### src/rtl/sccb_pkg.sv
// rtl/sccb_pkg.sv - shared constants and types for the SCCB register sequencer
package sccb_pkg;

    localparam logic [5:0] CMD_WR   = 6'h01;
    localparam logic [5:0] CMD_STA  = 6'h02;
    localparam logic [5:0] CMD_RD   = 6'h04;
    localparam logic [5:0] CMD_STO  = 6'h08;
    localparam logic [5:0] CMD_ACK  = 6'h10;
    localparam logic [5:0] CMD_NACK = 6'h20;

    localparam logic [6:0] SCCB_DEV_ADDR = 7'h3C;

    typedef enum logic [2:0] {
        ST_IDLE   = 3'd0,
        ST_ISSUE  = 3'd1,
        ST_WAIT   = 3'd2,
        ST_NEXT   = 3'd3,
        ST_FINISH = 3'd4
    } state_t;

    typedef enum logic {
        OP_WR = 1'b0,
        OP_RD = 1'b1
    } op_t;

endpackage

### src/rtl/sccb_reg_ctrl_if.sv
// rtl/sccb_reg_ctrl_if.sv - request-side and bit-shifter-side bundles for the SCCB sequencer
interface sccb_req_if;
    logic        wr_req;
    logic        rd_req;
    logic [15:0] reg_addr;
    logic [7:0]  wr_data;
    logic [7:0]  rd_data;
    logic        busy;
    logic        done;
    logic        ack_err;

    modport master (output wr_req, rd_req, reg_addr, wr_data,
                    input  rd_data, busy, done, ack_err);
    modport slave  (input  wr_req, rd_req, reg_addr, wr_data,
                    output rd_data, busy, done, ack_err);
endinterface

interface sccb_i2c_if;
    logic [5:0] Cmd;
    logic       Go;
    logic [7:0] Tx_DATA;
    logic [7:0] Rx_DATA;
    logic       Trans_Done;
    logic       ack_o;

    modport master (output Cmd, Go, Tx_DATA,
                    input  Rx_DATA, Trans_Done, ack_o);
    modport slave  (input  Cmd, Go, Tx_DATA,
                    output Rx_DATA, Trans_Done, ack_o);
endinterface

### src/rtl/sccb_step_rom.sv
// rtl/sccb_step_rom.sv - byte-level command table for SCCB register writes and reads
module sccb_step_rom
    import sccb_pkg::*;
#(
    parameter logic [6:0] DEV_ADDR = SCCB_DEV_ADDR
) (
    input  op_t         op,
    input  logic [2:0]  step,
    input  logic [15:0] reg_addr,
    input  logic [7:0]  wr_data,
    output logic [5:0]  cmd,
    output logic [7:0]  tx,
    output logic        last
);

    always_comb begin
        cmd  = '0;
        tx   = '0;
        last = 1'b0;
        case (step)
            3'd0: begin
                cmd = CMD_STA | CMD_WR;
                tx  = {DEV_ADDR, 1'b0};
            end
            3'd1: begin
                cmd = CMD_WR;
                tx  = reg_addr[15:8];
            end
            // Reads close the address phase with a STOP before the restart
            3'd2: begin
                cmd = (op == OP_RD) ? (CMD_WR | CMD_STO) : CMD_WR;
                tx  = reg_addr[7:0];
            end
            3'd3: begin
                if (op == OP_RD) begin
                    cmd = CMD_STA | CMD_WR;
                    tx  = {DEV_ADDR, 1'b1};
                end else begin
                    cmd  = CMD_WR | CMD_STO;
                    tx   = wr_data;
                    last = 1'b1;
                end
            end
            3'd4: begin
                cmd  = CMD_RD | CMD_NACK | CMD_STO;
                last = 1'b1;
            end
            default: last = 1'b1;
        endcase
    end

endmodule

### src/rtl/sccb_reg_ctrl.sv
// rtl/sccb_reg_ctrl.sv - sequences one SCCB register write/read into i2c_bit_shift steps
module sccb_reg_ctrl
    import sccb_pkg::*;
#(
    parameter logic [6:0] DEV_ADDR   = SCCB_DEV_ADDR,
    parameter bit         ADDR_16BIT = 1'b1
) (
    input  logic        Clk,
    input  logic        Rst_p,
    sccb_req_if.slave   req,
    sccb_i2c_if.master  i2c
);

    state_t      state, state_n;
    op_t         op_q;
    logic [15:0] addr_q;
    logic [7:0]  data_q;
    logic [2:0]  step_q;
    logic        err_q;
    logic [5:0]  cmd_q;
    logic [7:0]  tx_q;
    logic        last_q;
    logic [7:0]  rd_data_q;

    logic        accept;
    op_t         req_op;
    logic [2:0]  step_adv;
    op_t         rom_op;
    logic [15:0] rom_addr;
    logic [7:0]  rom_data;
    logic [2:0]  rom_step;
    logic [5:0]  rom_cmd;
    logic [7:0]  rom_tx;
    logic        rom_last;

    assign accept   = (state == ST_IDLE) && (req.wr_req || req.rd_req);
    assign req_op   = req.wr_req ? OP_WR : OP_RD;
    // 8-bit register addresses skip the high address byte
    assign step_adv = (step_q == 3'd0 && ADDR_16BIT == 1'b0) ? 3'd2 : step_q + 3'd1;

    // The table is addressed with the values the step will use, so Cmd/Tx_DATA
    // can be registered in the same edge that enters ISSUE.
    assign rom_op   = accept ? req_op       : op_q;
    assign rom_addr = accept ? req.reg_addr : addr_q;
    assign rom_data = accept ? req.wr_data  : data_q;
    assign rom_step = accept ? 3'd0         : step_adv;

    sccb_step_rom #(.DEV_ADDR(DEV_ADDR)) u_rom (
        .op       (rom_op),
        .step     (rom_step),
        .reg_addr (rom_addr),
        .wr_data  (rom_data),
        .cmd      (rom_cmd),
        .tx       (rom_tx),
        .last     (rom_last)
    );

    always_ff @(posedge Clk or posedge Rst_p) begin
        if (Rst_p) state <= ST_IDLE;
        else       state <= state_n;
    end

    always_comb begin
        state_n = state;
        case (state)
            ST_IDLE:   if (accept) state_n = ST_ISSUE;
            ST_ISSUE:  state_n = ST_WAIT;
            ST_WAIT:   if (i2c.Trans_Done) state_n = ST_NEXT;
            ST_NEXT:   state_n = last_q ? ST_FINISH : ST_ISSUE;
            ST_FINISH: state_n = ST_IDLE;
            default:   state_n = ST_IDLE;
        endcase
    end

    always_comb begin
        i2c.Go      = (state == ST_ISSUE);
        i2c.Cmd     = cmd_q;
        i2c.Tx_DATA = tx_q;
        req.busy    = (state != ST_IDLE);
        req.done    = (state == ST_FINISH);
        req.ack_err = (state == ST_FINISH) && err_q;
        req.rd_data = rd_data_q;
    end

    always_ff @(posedge Clk or posedge Rst_p) begin
        if (Rst_p) begin
            op_q      <= OP_WR;
            addr_q    <= '0;
            data_q    <= '0;
            step_q    <= '0;
            err_q     <= 1'b0;
            cmd_q     <= '0;
            tx_q      <= '0;
            last_q    <= 1'b0;
            rd_data_q <= '0;
        end else begin
            if (accept) begin
                op_q   <= req_op;
                addr_q <= req.reg_addr;
                data_q <= req.wr_data;
                step_q <= 3'd0;
                err_q  <= 1'b0;
            end
            if (state_n == ST_ISSUE) begin
                cmd_q  <= rom_cmd;
                tx_q   <= rom_tx;
                last_q <= rom_last;
            end
            if (state == ST_NEXT) begin
                if (!last_q) step_q <= step_adv;
                if ((cmd_q & CMD_WR) != 6'd0) err_q <= err_q | i2c.ack_o;
                // The RD step is always the final one, so the result is visible with done
                if ((cmd_q & CMD_RD) != 6'd0) rd_data_q <= i2c.Rx_DATA;
            end
        end
    end

endmodule
### src/flat_wrapper.sv
// flat-port wrapper written by rule: the top's interface ports become plain ports
module sccb_reg_ctrl_flat import sccb_pkg::*;
#(
    parameter logic [6:0] DEV_ADDR   = SCCB_DEV_ADDR,
    parameter bit         ADDR_16BIT = 1'b1
)
  (Clk, Rst_p, req_wr_req, req_rd_req, req_reg_addr, req_wr_data, req_rd_data, req_busy, req_done, req_ack_err, i2c_Cmd, i2c_Go, i2c_Tx_DATA, i2c_Rx_DATA, i2c_Trans_Done, i2c_ack_o);
  sccb_req_if req_i ();
  sccb_i2c_if i2c_i ();
  input  logic Clk;
  input  logic Rst_p;
  input wire logic [$bits(req_i.wr_req)-1:0] req_wr_req;
  input wire logic [$bits(req_i.rd_req)-1:0] req_rd_req;
  input wire logic [$bits(req_i.reg_addr)-1:0] req_reg_addr;
  input wire logic [$bits(req_i.wr_data)-1:0] req_wr_data;
  output wire logic [$bits(req_i.rd_data)-1:0] req_rd_data;
  output wire logic [$bits(req_i.busy)-1:0] req_busy;
  output wire logic [$bits(req_i.done)-1:0] req_done;
  output wire logic [$bits(req_i.ack_err)-1:0] req_ack_err;
  output wire logic [$bits(i2c_i.Cmd)-1:0] i2c_Cmd;
  output wire logic [$bits(i2c_i.Go)-1:0] i2c_Go;
  output wire logic [$bits(i2c_i.Tx_DATA)-1:0] i2c_Tx_DATA;
  input wire logic [$bits(i2c_i.Rx_DATA)-1:0] i2c_Rx_DATA;
  input wire logic [$bits(i2c_i.Trans_Done)-1:0] i2c_Trans_Done;
  input wire logic [$bits(i2c_i.ack_o)-1:0] i2c_ack_o;
  assign req_i.wr_req = req_wr_req;
  assign req_i.rd_req = req_rd_req;
  assign req_i.reg_addr = req_reg_addr;
  assign req_i.wr_data = req_wr_data;
  assign req_rd_data = req_i.rd_data;
  assign req_busy = req_i.busy;
  assign req_done = req_i.done;
  assign req_ack_err = req_i.ack_err;
  assign i2c_Cmd = i2c_i.Cmd;
  assign i2c_Go = i2c_i.Go;
  assign i2c_Tx_DATA = i2c_i.Tx_DATA;
  assign i2c_i.Rx_DATA = i2c_Rx_DATA;
  assign i2c_i.Trans_Done = i2c_Trans_Done;
  assign i2c_i.ack_o = i2c_ack_o;
  sccb_reg_ctrl #(.DEV_ADDR(DEV_ADDR), .ADDR_16BIT(ADDR_16BIT)) u_core (.Clk(Clk), .Rst_p(Rst_p), .req(req_i), .i2c(i2c_i));
endmodule
### config.mk
export PLATFORM = sky130hd
export DESIGN_NAME = sccb_reg_ctrl_flat
export DESIGN_NICKNAME = d
export VERILOG_FILES = /design/src/rtl/sccb_pkg.sv /design/src/rtl/sccb_reg_ctrl_if.sv /design/src/rtl/sccb_step_rom.sv /design/src/rtl/sccb_reg_ctrl.sv /design/src/flat_wrapper.sv
export SDC_FILE = /design/constraint.sdc
export NUM_CORES = 1
export LEC_CHECK = 0
export ABC_AREA = 1
export CAP_MARGIN = 20
export CORE_MARGIN = 4
export CORE_UTILIZATION = 45
export CTS_BUF_LIST = sky130_fd_sc_hd__clkbuf_8
export DETAILED_ROUTE_END_ITERATION = 7
export GPL_TIMING_DRIVEN = 1
export PLACE_DENSITY = 0.74
export SETUP_SLACK_MARGIN = 0.3
export SYNTH_ARGS = -nofsm -noshare
export SYNTH_HDL_FRONTEND = slang
export SYNTH_SLANG_ARGS = --single-unit
### constraint.sdc
create_clock -name Clk -period 2.4 [get_ports Clk]
set_clock_uncertainty 0.15 [all_clocks]
set_input_delay 0.72 -clock Clk [delete_from_list [all_inputs] [get_ports Clk]]
set_output_delay 0.72 -clock Clk [all_outputs]
set_load 0.05 [all_outputs]
==> metrics.yaml <==
run_status:
  status: "completed"
route:
  wl_met1_mm: 2.88
  drtPass1Iterations: 4
  wire_per_inst_um: 13.4
  routed.top_layer: "met4"
  vias_per_cell: 4.82
  via_count: 2371
  drc_errors: 0
  postRouteAntennaNets: 0
  drt-total-wl_mm: 6.58
  drt_iter0_markers: 124
  met3WireLength_um: 402
  wl_met2_mm: 3.19
critical_path:
  cp_data_required_time_ps: 1530
  path_max_fanout: 4
  path_common_cell: "buf_12"
  crit_buf_inv: 3
  r2r_start: "u_core.state[1]"
  start_kind: "flip-flop"
  r2r-end: "u_core.i2c.Tx_DATA[3]"
  crit_path_top_delay_cell: "dfrtp_2"
  reg2reg_depth: 12
  r2r_slack_ps: 380
  cp.arrival_ps: 1300
  path_class: "flip-flop to output pin"
  critical-path-top-delay-family: "flip-flops"
  cpPeakStageDelay_ps: 470
  path_cells: "buf_12 -> buf_4 -> nor2_4 -> buf_12"
  end_kind: "output pin"
global_routing:
  grt_pass1_wl_mm: 11.1
  overflow: 0
  grt_max_degree: 20
  grt_pass1_vias: 2425
  antenna_found_initial: 0
  grt_usage_pct: 19.2
logic_synthesis:
  synth_top_family_by_area: "simple AND/OR/NAND/NOR gates"
  synth_edf_count: 0
  synthCells: 336
  yosysUniqueCellTypes: 28
  yosysSeqAreaShare_pct: 50.7
  synth_compound_area_share_pct: 2.97
  synth_nets: 375
  synth-adder-area-share_pct: 0.479
  synthSimpleGateAreaFrac_pct: 30.0
  syn_area_mm2: 0.00261
  synthXorXnorAreaFrac_pct: 0
  synthMuxAreaShare_pct: 3.45
  ys_seq_elements: 53
  ys_warn_count: 0
  async_reset_ff_share_pct: 100
  ys.flop_type: "dfrtp_1"
  synth.avg_cell_area_um2: 7.78
sta:
  setup_viol: 0
  finalHoldViolCount: 0
  fmax_mhz: 461
  rsz0062_at_grt: "true"
  drv_slew: 0
  layout_worst_path_cycle_share_pct: 90.4
  period_needed_ps: 2170
  fin_ws_ps: 231
die:
  rows: 27
  io_pins: 64
  initial_utilization_pct: 46.9
  die_w_um: 84.2
  core-area_mm2: 0.00557
  fp.dieH_um: 84.2
  die_area_mm2: 0.00709
cells_and_area:
  fin_area_mm2: 0.00369
  fin_nets: 458
  diodes: 0
  drive_gt1_share_pct: 21.0
  fill_cells: 496
  fin_util_pct: 66.1
  finalNonFillerCells: 492
  area_growth_pct: 41.0
clocking:
  cts-buffers-inserted: 5
  cts_tree: "built"
  root_buffer: "clkbuf_8"
  ctsHoldBuffers: 0
  cts_max_level: 2
  clkSlewWorstSetupHoldPaths_ps: 90
  cts_buffer_depth: 2
  cts_sinks: 53
  clk_latency_ps: 310
place:
  post-place-ws_ps: -151
  io_buffers: 62
  gp_congestion: 0.862
  post_dp_cell_area_mm2: 0.00345
  dp_hpwl_mm: 4.73
  dp.cells: 474
min_path:
  min_from: "u_core.addr_q[14]"
  min_to: "u_core.addr_q[14]"
  hold_path_depth: 2
  min_path_type: "flip-flop to flip-flop"
power:
  switchingPower_uw: 2500
  power_leakage_uw: 0.00202
  p_total_uw: 5210
  p_clk_share_pct: 10.2
  combPwrFrac_pct: 60.9
  peakVddDrop_mv: 0.818
  sw_frac_of_total_pct: 48.0
  p_int_uw: 2710
  pwr-share-seq_pct: 28.9
  p_per_area_mw_per_mm2: 1410
flow_run:
  maxCapViolCount: 0
## routing by layer
metal,up-vias,global-route usage [%]
met1,1126,24.0
li1,1170,-
met2,68,32.3
met3,7,6.08
met4,0,5.26
met5,-,0
## cells in the mapped netlist (all sizes together) (2+ instances only)
cell,n,area (um^2)
a21oi,3,15.0
buf,10,65.1
dfrtp,53,1330
inv,67,251
mux2,8,90.1
nand2,121,457
nand3,9,62.6
nand4,13,103
nor2,34,143
o21ai,10,50.1
o22ai,2,12.5
## layout by cell type (no fill, tap or decap), types with 2 or more instances in the layout
cell and instances:
inv_1 61, nand4_1 11, buf_4 25, mux2_2 8
buf_12 9, nand3_1 7, nor2_1 30, clkdlybuf4s15_1 2
clkdlybuf4s50_1 35, o22ai_1 2, dfrtp_1 51, buf_6 2
clkbuf_8 6, o21ai_0 7, clkbuf_2 10, dfrtp_2 2
inv_2 4, nor2_4 3, nand2_2 4, a21oi_1 3
nand2_1 117
## cell families after synthesis
logic type,Yosys count
buffers and inverters,78
other,1
AND/OR/NAND/NOR,180
flip-flops,53
multiplexers,8
adder cells (fa/ha/maj),1
AO/OA/AOI/OAI,15
## area by class of cell
cell class / instances / area [um^2] / area share [%]
multi-input cells: 205 / 1030 / 27.8
clock buffers: 6 / 82.6 / 2.24
clock inverters: 2 / 13.8 / 0.373
repair buffers: 87 / 885 / 24.0
flip-flops and latches: 53 / 1330 / 36.0
inverters: 67 / 260 / 7.06
well taps: 72 / 90.1 / 2.44
## metrics by stage
step	setup TNS, ps	hold slack, ps
detailed placement	-677	317
finish	0	338
floorplan	0	295
CTS	0	343
global placement	-247	312
global route	0	374
## tightest hold or removal path, stage by stage, from the launching register on
cell and delay, ps:
dfrtp_1 330, nand2_1 50, nand2_1 80
## how the worst max path moves through the flow
stage	from	to	slack (ps)	depth (start not counted)
after floorplan	u_core.state[2]	req_done	330	3
after global placement	req_wr_req	u_core.i2c.Cmd[3]	-80	11
after detailed placement	req_wr_req	u_core.i2c.Cmd[3]	-150	11
after CTS	u_core.state[0]	req_ack_err	190	2
after global routing	u_core.state[1]	req_done	180	3
final	u_core.state[1]	i2c_Go	230	4
## power by group through the flow
stage	combinational [uW]	sequential [uW]	clock, uW
final	3180	1510	531
after global routing	3490	1560	587
after CTS	3040	1500	546
after detailed placement	2940	1520	0
after global placement	2900	1500	0
after floorplan	1510	1970	0
## flip-flops by register name, indices dropped and copies added (netlist names)
register / flops
u_core.addr_q: 16
u_core.err_q: 1
u_core.step_q: 3
u_core.req.rd_data: 8
u_core.i2c.Tx_DATA: 8
u_core.last_q: 1
u_core.state: 3
u_core.data_q: 8
u_core.i2c.Cmd: 4
u_core.op_q: 1
## what timing repair did
action / CTS / global route
cloned: 1 / 1
gates resized for setup: 25 / 27
pin swaps: 4 / 7
setup buffers: 6 / 2
setup endpoints to repair: 25 / 29
Power figures use the tool's default switching activity.
